===== config.mk =====
export PLATFORM = sky130hd
export DESIGN_NAME = instr_stream_writer
export DESIGN_NICKNAME = d
export VERILOG_FILES = /design/src/rtl/instr_stream_writer.sv
export SDC_FILE = /design/constraint.sdc
export NUM_CORES = 1
export LEC_CHECK = 0
export ABC_AREA = 1
export CORE_MARGIN = 2
export CORE_UTILIZATION = 49
export CTS_BUF_LIST = sky130_fd_sc_hd__clkbuf_8
export CTS_CLUSTER_SIZE = 12
export DETAILED_ROUTE_END_ITERATION = 7
export PLACE_DENSITY = 0.78
export SLEW_MARGIN = 40
export SYNTH_ARGS = -nofsm -noshare
export SYNTH_HDL_FRONTEND = slang
export SYNTH_SLANG_ARGS = --single-unit
export TNS_END_PERCENT = 5

===== constraint.sdc =====
create_clock -name clk -period 2.35 [get_ports clk]
set_input_delay 0.47 -clock clk [delete_from_list [all_inputs] [get_ports clk]]
set_output_delay 0.47 -clock clk [all_outputs]
set_load 0.1 [all_outputs]

===== src/rtl/instr_stream_writer.sv =====
// instr_stream_writer: encodes field-level RV32I requests into words and streams them into instruction memory through a FIFO
module instr_stream_writer #(
  parameter int DEPTH = 4,
  parameter int ADDR_W = 32,
  parameter logic [ADDR_W-1:0] BASE_ADDR = '0
) (
  input  logic                    clk,
  input  logic                    rst,
  input  logic                    clear,
  input  logic                    in_valid,
  output logic                    in_ready,
  input  logic [2:0]              fmt,
  input  logic [6:0]              opc,
  input  logic [2:0]              f3,
  input  logic [6:0]              f7,
  input  logic [4:0]              rd,
  input  logic [4:0]              rs1,
  input  logic [4:0]              rs2,
  input  logic [31:0]             imm,
  output logic                    mem_we,
  input  logic                    mem_ready,
  output logic [ADDR_W-1:0]       mem_addr,
  output logic [31:0]             mem_wdata,
  output logic [$clog2(DEPTH):0]  count,
  output logic                    err
);
  localparam int PW = $clog2(DEPTH);
  localparam logic [PW:0] FULL = (PW+1)'(DEPTH);
  logic [31:0]       fifo_q [DEPTH];
  logic [31:0]       fifo_d [DEPTH];
  logic [PW-1:0]     wptr_q, wptr_d, rptr_q, rptr_d;
  logic [PW:0]       count_q, count_d;
  logic [ADDR_W-1:0] addr_q, addr_d;
  logic              err_q, err_d;
  logic [31:0]       enc;
  logic              legal, accept, push, pop;
  always_comb begin
    case (fmt)
      3'd0:    enc = {f7, rs2, rs1, f3, rd, opc};
      3'd1:    enc = {imm[11:0], rs1, f3, rd, opc};
      3'd2:    enc = {imm[11:5], rs2, rs1, f3, imm[4:0], opc};
      3'd3:    enc = {imm[12], imm[10:5], rs2, rs1, f3, imm[4:1], imm[11], opc};
      3'd4:    enc = {imm[31:12], rd, opc};
      3'd5:    enc = {imm[20], imm[10:1], imm[11], imm[19:12], rd, opc};
      default: enc = '0;
    endcase
  end
  assign legal     = fmt < 3'd6;
  assign in_ready  = (count_q != FULL) && !clear;
  assign accept    = in_valid && in_ready;
  assign push      = accept && legal;
  assign mem_we    = count_q != '0;
  assign pop       = mem_we && mem_ready && !clear;
  assign mem_addr  = addr_q;
  assign mem_wdata = fifo_q[rptr_q];
  assign count     = count_q;
  assign err       = err_q;
  // clear wins over any push/pop in the same cycle; push is already blocked by in_ready
  always_comb begin
    fifo_d = fifo_q;
    if (push) fifo_d[wptr_q] = enc;
    wptr_d  = clear ? '0 : push ? wptr_q + 1'b1 : wptr_q;
    rptr_d  = clear ? '0 : pop ? rptr_q + 1'b1 : rptr_q;
    count_d = clear ? '0 : (push && !pop) ? count_q + 1'b1 : (!push && pop) ? count_q - 1'b1 : count_q;
    addr_d  = clear ? BASE_ADDR : pop ? addr_q + ADDR_W'(4) : addr_q;
    err_d   = !clear && accept && !legal;
  end
  always_ff @(posedge clk or posedge rst)
    if (rst) begin
      wptr_q  <= '0;
      rptr_q  <= '0;
      count_q <= '0;
      addr_q  <= BASE_ADDR;
      err_q   <= 1'b0;
    end else begin
      wptr_q  <= wptr_d;
      rptr_q  <= rptr_d;
      count_q <= count_d;
      addr_q  <= addr_d;
      err_q   <= err_d;
    end
  // storage needs no reset: mem_wdata is don't-care while the FIFO is empty
  always_ff @(posedge clk) fifo_q <= fifo_d;
endmodule


==> flow_summary_export.csv, run 1 <==
group,metric,value,unit
clock_network,cts_tree,"yes",
cells_and_area,drive_gt1_share,19.8,%
cells_and_area,area_delta_synth_final,35.1,%
power,seqPwrFrac,33.7,%
synth,async_reset_ff_share,22.9,%
synth,synth_top_family_by_area,"simple AND/OR/NAND/NOR gates",
floorplanning,die_area,0.0169,sq mm
synth,yosysTopAreaCell,"edfxtp_1",
cells_and_area,fillerInstances,1186,
worst_setup_path,rr_endpoint,"count[2]$_DFFE_PP0P_",
clock_network,h-tree-depth,4,
synth,netlist.area_leader.share,49.4,%
placed_design,gp_congestion,0.936,
power,pwr-share-clk,20.0,%
floorplanning,io_pins,142,
worst_setup_path,regToRegSetupSlack,0.42,ns
worst_setup_path,worstPathMaxFanout,33,
timing,maxSlewViolCount,0,
power,p_leak,0.00419,uW
global_route,grt-ovfl-total,0,
power,switchingPower,4330,uW
synth,ys_types,39,
clock_network,clk_latency,0.45,ns
status,status,"finished, violations left",
global_route,grt_pass1_wl,30200,microns
synth,syn_area,0.00778,sq mm
placed_design,dp_hpwl,13100,microns
clock_network,clockRootBuffer,"clkbuf_8",
synth,synth-compound-area-share,9.49,%
synth,synthSimpleGateAreaFrac,22.3,%
global_route,grt_max_degree,66,
floorplanning,rows,46,
placed_design,portBuffers,139,
worst_setup_path,crit_chain,"buf_12 > o21ai_0 > o22ai_2 > buf_12",
worst_setup_path,startpoint_type,"flop",
global_route,grt_pass1_vias,6076,
worst_setup_path,crit_type,"reg -> out",
cells_and_area,final_nets,1046,
synth,synthXorXnorAreaFrac,0.338,%
status,violations,"negative setup slack",
synth,synth_adder_area_share,1.06,%
timing,rsz0062_at_grt,"true",
timing,fmax,0.423,GHz
cells_and_area,finish.utilization,66.9,%
floorplanning,die_y,130,microns
floorplanning,initial_core_util,49.5,%
run,maxCapViolations,0,
timing,setup_violations,1,
worst_setup_path,critPathBufInv,2,
cells_and_area,instances_no_fill,1197,
worst_setup_path,cp.required,1.88,ns
drt,vias,6367,
timing,worst_slack,-0.0143,ns
global_route,grt_antenna_before_repair,0,
synth,synth_common_cells,"181 x nand2_1, 141 x nor2_1, 128 x edfxtp_1",
synth,synth_warnings,0,
clock_network,cts_buffers,17,
cells_and_area,diodes,0,
clock_network,clock-sinks,166,
worst_setup_path,crit_slowest_cell,"dfrtp_2",
clock_network,cts_buffer_depth,2,
clock_network,path_clk_slew,0.09,ns
synth,avgSynthCellArea,9.61,sq um
synth,synthTopCellsByArea,"edfxtp_1 49%, dfrtp_1 12%, nand2_1 8.7%",
worst_setup_path,cpMostUsedCell,"buf_12",
worst_setup_path,cp.arrival,1.89,ns
synth,synthCells,810,
timing,final.min_clock_period,2.36,ns
synth,yosysSeqAreaShare,61.6,%
drt,ant_nets,0,
hold_path,hold_class,"in -> async",
worst_setup_path,rr_worst_depth,11,
timing,hold_violations,0,
drt,drc,0,
power,ir_worst_vdd,0.000711,V
drt,drt-initial-drc-count,518,
drt,drt_pass1_iterations,6,
placed_design,dp_slack,-0.0242,ns
timing,max_slew_margin,65.8,%
power,combPwrFrac,46.3,%
worst_setup_path,cp_top_family,"compound AO/OA/AOI/OAI gates",
drt,routed_wirelength,19900,microns
power,intPower,5750,uW
synth,synth.area.mux_share,0,%
power,powerDensity,959,mW/mm^2
timing,fin_crit_sh,101,%
placed_design,post-place-cells,1160,
timing,worstMarginPinSlew,0.508,ns
drt,wl_per_cell,16.6,microns
timing,fin_worst_skew,0.0127,ns
synth,synthFlopType,"edfxtp_1",
global_route,groute.usage.overall,23.4,%
floorplanning,core_area,0.0157,sq mm
synth,synth.most_common_cell,"nand2_1",
floorplanning,die_w,130,microns
worst_setup_path,r2r_start,"count[0]$_DFFE_PP0P_",
worst_setup_path,critPathCaptureType,"output pin",
worst_setup_path,crit_path_max_incr_delay,0.50,ns
synth,yosys_register_bits,166,
synth,synth_edf_count,128,
drt,viasPerCell,5.32,
power,switching_share,42.9,%
[cell type report]
| cell class | count | area [sq um] | share of cell area, % |
|---|---|---|---|
| well taps | 216 | 270 | 2.57 |
| clock inverters | 15 | 154 | 1.46 |
| repair buffers | 170 | 2000 | 19.0 |
| clock buffers | 17 | 234 | 2.23 |
| multi-input cells | 546 | 2790 | 26.5 |
| flip-flops and latches | 166 | 4800 | 45.6 |
| inverters | 67 | 264 | 2.51 |
[worst max-delay path by stage]
stage	start	to	slack, ns	cells after the start
floorplan	rptr_q[0]$_DFFE_PP0N_	mem_wdata[23]	-0.56	6
global placement	fmt[1]	count[2]$_DFFE_PP0P_	-0.007	11
detailed placement	fmt[2]	count[2]$_DFFE_PP0P_	-0.02	11
CTS	rptr_q[1]$_DFFE_PP0N_	mem_wdata[17]	-0.02	5
global route	rptr_q[0]$_DFFE_PP0N_	mem_wdata[13]	-0.08	4
finish	rptr_q[0]$_DFFE_PP0N_	mem_wdata[13]	-0.01	4
[state kept, by name, summed over array words and instances, names as in the netlist]
signal    count
count         3
err           1
fifo_q      128
mem_addr     30
rptr_q        2
wptr_q        2
[what timing repair did]
item	4_1_cts	5_1_grt
setup endpoints to repair	28	32
resized for setup	17	17
hold buffers	0	0
gates cloned	1	1
pin swaps	1	1
setup buffers	0	3
[logic make-up after synthesis]
kind of cell	count (synthesis)
adders and majority gates	6
and+or+nand+nor	400
buffers and inverters	99
AOI/OAI and AO/OA	135
xor gates and xnor gates	3
DFF	166
other	1
[worst min-delay path, stage by stage]
cell,delay (ns)
clkdlybuf4s50_1,0.39
inv_1,0.05
buf_4,0.41
[stage by stage]
step           power, uW  TNS (ns)  instance area (sq um)  hold slack, ns
3_5_place_dp        7860   -0.0242                   9870           0.525
5_1_grt            10400    -0.156                  10500           0.463
2_1_floorplan       6290    -39.13                   7810           0.541
3_3_place_gp        7830  -0.00650                   9870           0.520
4_1_cts             9970   -0.0709                  10400           0.424
6_report           10100   -0.0143                  10500           0.417
[metal layers]
metal / share of wire (%) / vias up / global-route usage (%)
li1: - / 3051 / -
met1: 41 / 3028 / 30.3
met5: 0 / - / 0
met4: 2.2 / 0 / 8.92
met3: 6.5 / 35 / 4.35
met2: 50 / 253 / 39.3
[cell usage in the layout (no fill, tap or decap), drive strengths merged]
cell | Yosys | layout
nand3b | 1 | 1
clkbuf | 17 | 19
edfxtp | 128 | 128
a22o | 1 | 1
nand3 | 40 | 40
dfrtp | 38 | 38
clkinvlp | 0 | 2
nor2 | 153 | 153
fa | 1 | 1
conb | 1 | 2
inv | 66 | 71
and3 | 1 | 1
o22ai | 32 | 32
o211ai | 4 | 4
xor2 | 2 | 2
nand2 | 188 | 188
nor3 | 3 | 3
bufinv | 0 | 2
clkinv | 1 | 7
buf | 15 | 97
xnor2 | 1 | 1
a31oi | 1 | 1
nand4 | 14 | 14
o21ai | 82 | 82
a21oi | 15 | 15
ha | 5 | 5
clkdlybuf4s50 | 0 | 71
[power by group through the flow]
| stage | sequential, uW | combinational (uW) | clock (uW) |
|---|---|---|---|
| finish | 3400 | 4660 | 2020 |
| CTS | 3390 | 4550 | 2030 |
| global placement | 3450 | 4380 | 0 |
| detailed placement | 3450 | 4410 | 0 |
| floorplan | 3660 | 2630 | 0 |
| global route | 3420 | 4840 | 2150 |
No activity file was read; power rests on OpenSTA's default activity.
==> run 2: changes to the inputs <==
MAX_ROUTING_LAYER = met4   (was default)
==> run 2 against run 1 <==
The run still ends with negative setup slack left. Wire length up 0.35%. Global-route usage up 0.68 points. Core utilization unchanged. Clock-buffer cell count unchanged. Sequential cell count unchanged. First-iteration DRC count up 1.7%. Worst setup slack worse by 0.0060 ns. Register-to-register slack about the same. Via count up 0.69%. Power about the same. Largest power group unchanged.
==> flow_summary_export.csv, run 2 (synthesized netlist as in run 1, its figures left out) <==
group,metric,value,unit
drt,drt-initial-drc-count,527,
cells_and_area,top_register,"fifo_q",
drt,routed_wirelength,19900,microns
floorplanning,die_w,130,microns
power,powerDensity,959,mW/mm^2
placed_design,dp_slack,-0.0242,ns
cells_and_area,fillerInstances,1186,
worst_setup_path,crit_chain,"buf_12 > o21ai_0 > o22ai_2 > buf_12",
timing,final.min_clock_period,2.37,ns
global_route,grt_pass1_vias,6073,
placed_design,gp_congestion,0.953,
worst_setup_path,cp.required,1.88,ns
cells_and_area,final_common_cell,"nand2_1",
cells_and_area,final_cell_mix,"181 x nand2_1, 137 x nor2_1, 128 x edfxtp_1",
worst_setup_path,worstPathMaxFanout,33,
worst_setup_path,cp.arrival,1.90,ns
worst_setup_path,rr_endpoint,"count[2]$_DFFE_PP0P_",
drt,vias,6411,
clock_network,cts_buffers,17,
worst_setup_path,crit_type,"reg -> out",
drt,ant_nets,0,
clock_network,cts_tree,"yes",
floorplanning,die_area,0.0169,sq mm
placed_design,placed_area,0.00987,sq mm
drt,wl_per_cell,16.6,microns
floorplanning,rows,46,
drt,drc,0,
global_route,grt_max_degree,66,
drt,drt_pass1_iterations,8,
timing,hold_violations,0,
timing,fin_crit_sh,101,%
clock_network,clk_latency,0.46,ns
worst_setup_path,crit_slowest_cell,"dfrtp_2",
cells_and_area,diodes,0,
floorplanning,core_area,0.0157,sq mm
cells_and_area,largest_reg_flops,128,
clock_network,path_clk_slew,0.09,ns
timing,worstMarginPinSlew,0.504,ns
timing,tns,-0.0202,ns
cells_and_area,drive_gt1_share,19.8,%
cells_and_area,final_nets,1046,
timing,maxSlewViolCount,0,
timing,setup_violations,1,
status,violations,"negative setup slack",
clock_network,clockRootBuffer,"clkbuf_8",
global_route,groute.usage.overall,24.0,%
cells_and_area,fin_area,0.0105,sq mm
global_route,grt-ovfl-total,0,
timing,hold_ws,0.414,ns
worst_setup_path,startpoint_type,"flop",
worst_setup_path,cpMostUsedCell,"buf_12",
global_route,grt_pass1_wl,30200,microns
placed_design,dp_hpwl,13100,microns
timing,fin_worst_skew,0.0104,ns
floorplanning,initial_core_util,49.5,%
worst_setup_path,regToRegSetupSlack,0.42,ns
worst_setup_path,r2r_start,"count[0]$_DFFE_PP0P_",
timing,rsz0062_at_grt,"true",
clock_network,h-tree-depth,4,
floorplanning,io_pins,142,
worst_setup_path,rr_worst_depth,11,
timing,max_slew_margin,66.0,%
floorplanning,die_y,130,microns
power,p_leak,0.00419,uW
cells_and_area,area_delta_synth_final,35.1,%
clock_network,cts_buffer_depth,2,
timing,fmax,0.422,GHz
worst_setup_path,critPathCaptureType,"output pin",
hold_path,hold_class,"in -> async",
clock_network,hold_buffers,0,
clock_network,clock-sinks,166,
placed_design,portBuffers,139,
status,status,"finished, violations left",
worst_setup_path,crit_path_max_incr_delay,0.50,ns
timing,worst_slack,-0.0202,ns
run,maxCapViolations,0,
global_route,grt_antenna_before_repair,0,
power,ir_worst_vdd,0.000710,V
drt,viasPerCell,5.36,
==> run 2: cell counts in the layout (fill, tap and decap cells not counted) <==
No cell type changed its count.
==> run 2: worst max path at each step <==
stage	from	to	cells past startpoint
global route	rptr_q[0]$_DFFE_PP0N_	mem_wdata[13]	4
detailed placement	fmt[2]	count[2]$_DFFE_PP0P_	11
CTS	rptr_q[1]$_DFFE_PP0N_	mem_wdata[17]	5
finish	rptr_q[0]$_DFFE_PP0N_	mem_wdata[13]	4
global placement	fmt[1]	count[2]$_DFFE_PP0P_	11
floorplan	rptr_q[0]$_DFFE_PP0N_	mem_wdata[23]	6
==> run 2: critical path: cells and delay by family (launching register included) <==
family	cells	cell delay, ns
compound gates	2	0.54
flops	1	0.50
buf+inv	2	0.39
==> run 2: power breakdown <==
part,internal (uW),switching [uW],total (uW)
Clock,951,1060,2010
Combinational,1490,3170,4670
Sequential,3310,87.0,3400
Total,5750,4330,10100
==> run 2: area by class of cell <==
cell class,instances,area (sq um),area share [%]
Clock inverter,15,154,1.46
Inverter,67,264,2.51
Timing Repair Buffer,170,2000,19.0
Sequential cell,166,4800,45.6
Tap cell,216,270,2.57
Multi-Input combinational cell,546,2790,26.5
Clock buffer,17,234,2.23
==> run 2: routing by layer <==
layer	global-route usage (%)	wire length (microns)	up-vias
li1	-	-	3059
met1	30.3	8250	3044
met2	39.4	10000	272
met3	3.98	1200	36
met4	9.11	469	0
met5	-	0	-
==> run 2: repair_timing <==
action / CTS / global route
endpoints found under the hold margin: 0 / 0
gates resized for setup: 17 / 17
setup buffers: 0 / 3
pin swaps: 1 / 1
setup endpoints to repair: 28 / 32
gates cloned: 1 / 1
==> run 2: through the flow <==
stage                     utilization [%]  power, uW  std cells
after floorplan                         -       6290        811
after global placement               62.8       7830       1160
after detailed placement             62.8       7860       1160
after CTS                            66.1       9970       1193
after global routing                 66.9      10400       1197
final                                66.9      10100       1197
